==> config.mk <==
export PLATFORM = sky130hd
export DESIGN_NAME = seq_div_nonrestoring
export DESIGN_NICKNAME = d
export VERILOG_FILES = /design/src/rtl/seq_div_nonrestoring.sv
export SDC_FILE = /design/constraint.sdc
export NUM_CORES = 1
export LEC_CHECK = 0
export ABC_AREA = 0
export BUFFER_PORTS_ARGS = -buffer_cell sky130_fd_sc_hd__buf_2
export CORE_MARGIN = 4
export CORE_UTILIZATION = 57
export DETAILED_ROUTE_END_ITERATION = 8
export PLACE_DENSITY = 0.79
export SLEW_MARGIN = 20
export SYNTH_ARGS = -nofsm -noshare
export SYNTH_HDL_FRONTEND = slang
export SYNTH_SLANG_ARGS = --single-unit
==> constraint.sdc <==
create_clock -name clk -period 2.67 [get_ports clk]
set_input_delay 0.1335 -clock clk [delete_from_list [all_inputs] [get_ports clk]]
set_output_delay 0.1335 -clock clk [all_outputs]
set_load 0.05 [all_outputs]
==> src/rtl/seq_div_nonrestoring.sv <==
// Sequential unsigned divider using the non-restoring algorithm.
// One add/subtract of the divisor per iteration, followed by a single
// correction step, wrapped in a valid/ready handshake on both sides.
module seq_div_nonrestoring #(
    parameter int WIDTH = 4
) (
    input  logic             clk,
    input  logic             rst_n,
    input  logic             in_valid,
    output logic             in_ready,
    input  logic [WIDTH-1:0] dividend,
    input  logic [WIDTH-1:0] divisor,
    output logic             out_valid,
    input  logic             out_ready,
    output logic [WIDTH-1:0] quotient,
    output logic [WIDTH-1:0] remainder,
    output logic             div_by_zero
);

    // Partial remainder carries a sign bit plus one guard bit so that
    // the shifted value (range [-2D, 2D)) never overflows.
    localparam int RW = WIDTH + 2;
    localparam int CW = (WIDTH > 2) ? $clog2(WIDTH) : 1;
    localparam logic [CW-1:0] LAST_ITER = CW'(WIDTH - 1);

    typedef enum logic [1:0] {
        IDLE = 2'd0,
        CALC = 2'd1,
        FIX  = 2'd2,
        DONE = 2'd3
    } state_t;

    state_t                 state_reg, state_next;
    logic [WIDTH-1:0]       q_reg, q_next;
    logic [WIDTH-1:0]       d_reg, d_next;
    logic signed [RW-1:0]   r_reg, r_next;
    logic [CW-1:0]          cnt_reg, cnt_next;
    logic [WIDTH-1:0]       quotient_reg, quotient_next;
    logic [WIDTH-1:0]       remainder_reg, remainder_next;
    logic                   dbz_reg, dbz_next;

    // Shared datapath: shifted remainder, one add/sub step, final correction
    logic signed [RW-1:0]   d_ext;
    logic signed [RW-1:0]   r_shift;
    logic signed [RW-1:0]   r_step;
    logic signed [RW-1:0]   r_fix;

    assign d_ext   = $signed({2'b00, d_reg});
    assign r_shift = {r_reg[RW-2:0], q_reg[WIDTH-1]};
    // Previous remainder sign picks add or subtract: the non-restoring rule
    assign r_step  = r_reg[RW-1] ? (r_shift + d_ext) : (r_shift - d_ext);
    // A negative final remainder is restored once by adding the divisor back
    assign r_fix   = r_reg[RW-1] ? (r_reg + d_ext) : r_reg;

    // in_ready is forced low while reset is asserted
    assign in_ready    = rst_n && (state_reg == IDLE);
    assign out_valid   = (state_reg == DONE);
    assign quotient    = quotient_reg;
    assign remainder   = remainder_reg;
    assign div_by_zero = dbz_reg;

    // State register
    always_ff @(posedge clk or negedge rst_n) begin
        if (!rst_n) begin
            state_reg <= IDLE;
        end else begin
            state_reg <= state_next;
        end
    end

    // Next-state and datapath next values
    always_comb begin
        state_next     = state_reg;
        q_next         = q_reg;
        d_next         = d_reg;
        r_next         = r_reg;
        cnt_next       = cnt_reg;
        quotient_next  = quotient_reg;
        remainder_next = remainder_reg;
        dbz_next       = dbz_reg;
        case (state_reg)
            IDLE: begin
                if (in_valid) begin
                    d_next = divisor;
                    if (divisor != '0) begin
                        q_next     = dividend;
                        r_next     = '0;
                        cnt_next   = '0;
                        state_next = CALC;
                    end else begin
                        // Divide by zero short-circuits straight to the result
                        quotient_next  = '1;
                        remainder_next = dividend;
                        dbz_next       = 1'b1;
                        state_next     = DONE;
                    end
                end
            end
            CALC: begin
                r_next   = r_step;
                q_next   = {q_reg[WIDTH-2:0], ~r_step[RW-1]};
                cnt_next = cnt_reg + 1'b1;
                if (cnt_reg == LAST_ITER) begin
                    state_next = FIX;
                end
            end
            FIX: begin
                r_next         = r_fix;
                quotient_next  = q_reg;
                remainder_next = r_fix[WIDTH-1:0];
                dbz_next       = 1'b0;
                state_next     = DONE;
            end
            DONE: begin
                if (out_ready) begin
                    state_next = IDLE;
                end
            end
            default: state_next = IDLE;
        endcase
    end

    // Datapath and result registers; reset discards any operation in flight
    always_ff @(posedge clk or negedge rst_n) begin
        if (!rst_n) begin
            q_reg         <= '0;
            d_reg         <= '0;
            r_reg         <= '0;
            cnt_reg       <= '0;
            quotient_reg  <= '0;
            remainder_reg <= '0;
            dbz_reg       <= 1'b0;
        end else begin
            q_reg         <= q_next;
            d_reg         <= d_next;
            r_reg         <= r_next;
            cnt_reg       <= cnt_next;
            quotient_reg  <= quotient_next;
            remainder_reg <= remainder_next;
            dbz_reg       <= dbz_next;
        end
    end

endmodule

==> results of run 1 <==
==> final timing paths <==
path	endpoint	slack, ns	startpoint	depth (start not counted)
setup / recovery	r_reg[5]	0.21	d_reg[0]	10
hold / removal	d_reg[3]	0.08	divisor[3]	2
setup reg to reg	r_reg[5]	0.21	d_reg[0]	10
hold reg to reg	remainder[0]	0.52	remainder[0]	1
max in group asynchronous	d_reg[2]	2.07	rst_n	3
min in group asynchronous	remainder[2]	0.34	rst_n	3
==> worst register-to-register path: stages, from the launching register on <==
cell and delay, ns:
dfrtp_1 0.46, inv_1 0.09, ha_1 0.29, mux2_2 0.27, ha_1 0.27, a21oi_1 0.14, nor2b_1 0.06, o21ai_0 0.21
a21oi_1 0.12, xor2_1 0.19, o32ai_1 0.28
==> cells in the mapped netlist (all sizes together) (4+ instances only) <==
master   n
ha      15
o22ai    7
a21o     4
nand2   17
a21oi   13
xor2     6
a31oi    8
mux2     8
dfrtp   27
nor2    14
o21ai   19
inv     22
==> metal layers <==
layer  up-vias  part of all wire (%)  GRT usage [%]  wire (um)
li1        729                     -              -          -
met3         6                   5.2           2.46        207
met2        46                    48           33.8       1890
met1       689                    46           27.9       1820
met5         -                     0              0          0
met4         0                   1.1           8.09         42
==> stage by stage <==
stage	power, mW	hold slack [ns]	area, um^2
after floorplan	1.97	-0.162	1790
after global placement	2.29	0.186	1950
after detailed placement	2.35	0.193	1950
after CTS	2.54	0.0766	1990
after global routing	2.76	0.0719	1990
final	2.53	0.0816	1990
==> timing repair <==
item | in CTS | in global routing
resized for setup | 0 | 0
hold buffers | 1 | 0
hold endpoints to repair | 27 | 0
==> layout by cell type (no fill, tap or decap), types with 2 or more instances in the layout <==
cell	instances
o21ai_2	2
and2_1	2
xnor2_1	3
mux2_2	8
inv_1	22
o21ai_0	17
dfrtp_1	27
ha_1	15
clkbuf_4	3
nand2_1	17
buf_4	5
a31oi_1	8
a21oi_1	13
o22ai_1	7
fa_1	2
buf_2	22
nor2b_1	2
a21o_1	4
nor2_1	14
mux2i_1	2
xor2_1	6
==> cell type report <==
| class | instances | area share [%] |
|---|---|---|
| Clock inverter | 1 | 0.377 |
| Tap cell | 44 | 2.76 |
| Sequential cell | 27 | 33.9 |
| Timing Repair Buffer | 28 | 7.91 |
| Multi-Input combinational cell | 138 | 49.8 |
| Inverter | 22 | 4.14 |
| Clock buffer | 3 | 1.13 |
==> where the power goes <==
group	switching, mW	leakage (nW)	internal [mW]	total [mW]
logic	1.00	0.608	0.607	1.61
registers	0.153	0.319	0.578	0.731
clock network	0.132	0.0139	0.0574	0.189
==> cell families after synthesis <==
logic type	count (synthesis)	synth area share, %
buf+inv	28	6.59
compound gates	60	20.7
flops	27	37.8
simple gates	42	11.5
fa+ha+maj	17	12.8
xor+xnor	9	4.42
mux	10	6.17
==> impl_metrics.ini, run 1 <==
[layout]
diodes = 0
seq_area_um2 = 676
final_nets = 249
largest_reg_flops = 6
multi_input_area_um2 = 992
drive_gt1_share_pct = 20.5
synthToLayoutAreaGrowth_pct = 11.6
num-fill-cells = 252
final_cells = 263
post-route-util_pct = 65.8

[global_route]
overflow = 0
antenna_found_initial = 0
grt_max_degree = 28
grt_pass1_wl_um = 6710
grt_pass1_vias = 1510
grt.total_usage_pct = 20.7

[power]
leakage_nw = 0.940
power_density_nw_per_um2 = 1270
ir_drop_v = 0.000792

[setup_path]
critical_path_class = flip-flop to flip-flop
worstPathArrival_ns = 2.72
critPathTopFamily = compound AO/OA/AOI/OAI gates
path_buf_inv = 1
crit_chain = inv_1, ha_1, mux2_2, ha_1, a21oi_1, nor2b_1, o21ai_0, a21oi_1, xor2_1, o32ai_1
cp-start-kind = flip-flop
required_ns = 2.92
worst-path-max-fanout = 5
end_kind = flip-flop
slowest_stage = dfrtp_1
slowest_delay_ns = 0.46

[drt]
drc = 0
wire_per_inst_um = 15.1
via_per_inst = 5.59
dr.first_iter.drc_count = 95
routed_wirelength_um = 3960
num_vias = 1470
drt.antenna.violating_nets = 0
drtPass1Iterations = 4

[timing]
fmax_mhz = 406
finalClockSkew_ns = 0.00907
min_period_ns = 2.46
setup_viol = 0
finalHoldViolCount = 0
worstMarginPinSlew_ns = 0.434
fin_crit_sh_pct = 92.3
setup_tns_ns = 0
drv_slew = 0
layout_setup_ws_ns = 0.207
rsz0062_at_grt = no
relSlewSlack_pct = 71.1

[clock_tree]
cts_tree = yes
worstSkewPairLatency_ns = 0.34
cts_inserted_buffers = 3
clockBufferDepth = 2
cts.sinks = 27
htreeDepth = 1
cts_setup_buffers = 0
clk_pin_slew_ns = 0.16
cts_root_buf = clkbuf_4

[placement]
preCtsSetupSlack_ns = 0.224
gp_congestion = 0.856
io_buffers = 22
hpwlAfterDp_um = 3080
place_inst = 258

[yosys]
netlist.area_leader.share_pct = 37.8
synth_edf_count = 0
synth_flop_cell = dfrtp_1
synth_seq_area_share_pct = 37.8
synthDistinctLibCells = 38
synth_nets = 222
synth_cells = 193
ys_ff_latch = 27
async_flop_share_pct = 100
yosys_warnings = 0
avgSynthCellArea_um2 = 9.25
synth.largest_area_cell = dfrtp_1
synth_area_um2 = 1790
yosys-top-cells-area = dfrtp_1 38%, ha_1 11%, mux2_2 5.0%, o21ai_0 4.8%, inv_1 4.6%

[die]
ioPinCount = 23
fp.dieH_um = 64.0
die_area_um2 = 4090
coreArea_um2 = 3030
start_util_pct = 59.0
rows = 20
chipWidth_um = 64.0

[flow_run]
drv_cap = 0

[run_status]
status = complete, no violations

[worst_hold_path]
hp-class = primary input to flip-flop
Note: power is estimated with default switching activity, not from simulation.
==> run 2: changes to the inputs <==
--- a/config.mk
+++ b/config.mk
@@ -6,7 +6,7 @@
 export NUM_CORES = 1
 export LEC_CHECK = 0
 export ABC_AREA = 0
-export BUFFER_PORTS_ARGS = -buffer_cell sky130_fd_sc_hd__buf_2
+export BUFFER_PORTS_ARGS = -buffer_cell sky130_fd_sc_hd__buf_4
 export CORE_MARGIN = 4
 export CORE_UTILIZATION = 57
 export DETAILED_ROUTE_END_ITERATION = 8
==> impl_metrics.ini, run 2 (same netlist as run 1, synthesis figures left out) <==
[global_route]
grt.total_usage_pct = 21.1
grt_pass1_wl_um = 6890
antenna_found_initial = 0
grt_max_degree = 29
grt_pass1_vias = 1537
overflow = 0

[placement]
preCtsSetupSlack_ns = 0.200
hpwlAfterDp_um = 3110
gp_congestion = 0.896
io_buffers = 22

[timing]
setup_tns_ns = 0
setup_viol = 0
finalHoldViolCount = 0
finalClockSkew_ns = 0.00184
min_period_ns = 2.44
fin_crit_sh_pct = 91.3
rsz0062_at_grt = no
relSlewSlack_pct = 71.1
worstMarginPinSlew_ns = 0.433
fmax_mhz = 410
drv_slew = 0
layout_setup_ws_ns = 0.231

[power]
leakage_nw = 0.960
power_density_nw_per_um2 = 1280
ir_drop_v = 0.000901

[drt]
wire_per_inst_um = 15.4
dr.first_iter.drc_count = 89
drt.antenna.violating_nets = 0
drc = 0
num_vias = 1517
drtPass1Iterations = 4
routed_wirelength_um = 4050
via_per_inst = 5.77

[clock_tree]
cts_root_buf = clkbuf_4
clk_pin_slew_ns = 0.15
cts.sinks = 27
cts_inserted_buffers = 3
htreeDepth = 1
clockBufferDepth = 2
worstSkewPairLatency_ns = 0.33
cts_tree = yes

[layout]
final_cell_mix = 27 x buf_4, 26 x dfrtp_1, 22 x inv_1
drive_gt1_share_pct = 21.0
final_nets = 249
diodes = 0
largest_reg_flops = 6
final_common_cell = buf_4
synthToLayoutAreaGrowth_pct = 14.8
post-route-util_pct = 67.7

[setup_path]
critical_path_class = flip-flop to flip-flop
worst-path-max-fanout = 4
worstPathArrival_ns = 2.68
end_kind = flip-flop
cp-start-kind = flip-flop
required_ns = 2.91

[die]
start_util_pct = 59.0
chipWidth_um = 64.0
rows = 20
coreArea_um2 = 3030
ioPinCount = 23
die_area_um2 = 4090
fp.dieH_um = 64.0

[flow_run]
drv_cap = 0

[run_status]
status = complete, no violations

[worst_hold_path]
hp-class = primary input to flip-flop
## run 2: cell counts in the layout (fill, tap and decap cells not counted)
No cell type changed its count.
## run 2: worst max-delay path, cell delays in order, from the launching register on
cell,delay (ns)
dfrtp_1,0.44
inv_1,0.15
ha_1,0.25
mux2_2,0.28
ha_1,0.27
a21oi_1,0.15
nor2b_1,0.08
o21ai_1,0.16
a21oi_1,0.10
xor2_1,0.18
o32ai_1,0.29
## run 2: path summary, 6_finish.rpt
kind                       slack, ns  cells after the start    endpoint  startpoint
max                             0.23                     10    r_reg[5]    d_reg[1]
min                             0.06                      2    d_reg[2]  divisor[2]
max reg2reg                     0.23                     10    r_reg[5]    d_reg[1]
min reg2reg                     0.52                      1  cnt_reg[1]  cnt_reg[1]
max in group asynchronous       2.16                      2    d_reg[0]       rst_n
min in group asynchronous       0.23                      2    r_reg[2]       rst_n
## run 2: stage by stage
stage / hold slack [ns] / std cells / instance area [um^2] / total power [mW]
CTS: 0.0545 / 262 / 2040 / 2.59
detailed placement: 0.0703 / 257 / 2000 / 2.41
floorplan: -0.162 / 193 / 1790 / 1.97
global route: 0.0506 / 263 / 2050 / 2.86
finish: 0.0580 / 263 / 2050 / 2.63
global placement: 0.0637 / 257 / 2000 / 2.33
## run 2: cell type report
type | instances | area (um^2)
Multi-Input combinational cell | 138 | 992
Clock inverter | 1 | 7.51
Tap cell | 44 | 55.1
Sequential cell | 27 | 677
Timing Repair Buffer | 28 | 213
Clock buffer | 3 | 22.5
Inverter | 22 | 82.6
Fill cell | 238 | 978
## run 2: repair_timing
action / in CTS / in global routing
endpoints found under the hold margin: 27 / 0
setup buffers: 0 / 1
setup endpoints to repair: 0 / 2
hold buffers: 1 / 0
gates resized for setup: 0 / 2
## run 2: where the power goes
part	internal (mW)	total (mW)	switching (mW)
Sequential	0.580	0.734	0.154
Combinational	0.670	1.71	1.04
Clock	0.0573	0.186	0.129
Total	1.31	2.63	1.32
## run 2: per-layer routing
metal / track usage [%] / vias up / wire length [um]
met5: 0 / - / 0
met4: 5.39 / 0 / 27
met3: 3.51 / 4 / 282
met2: 34.7 / 63 / 1970
met1: 28.8 / 716 / 1770
li1: - / 734 / -
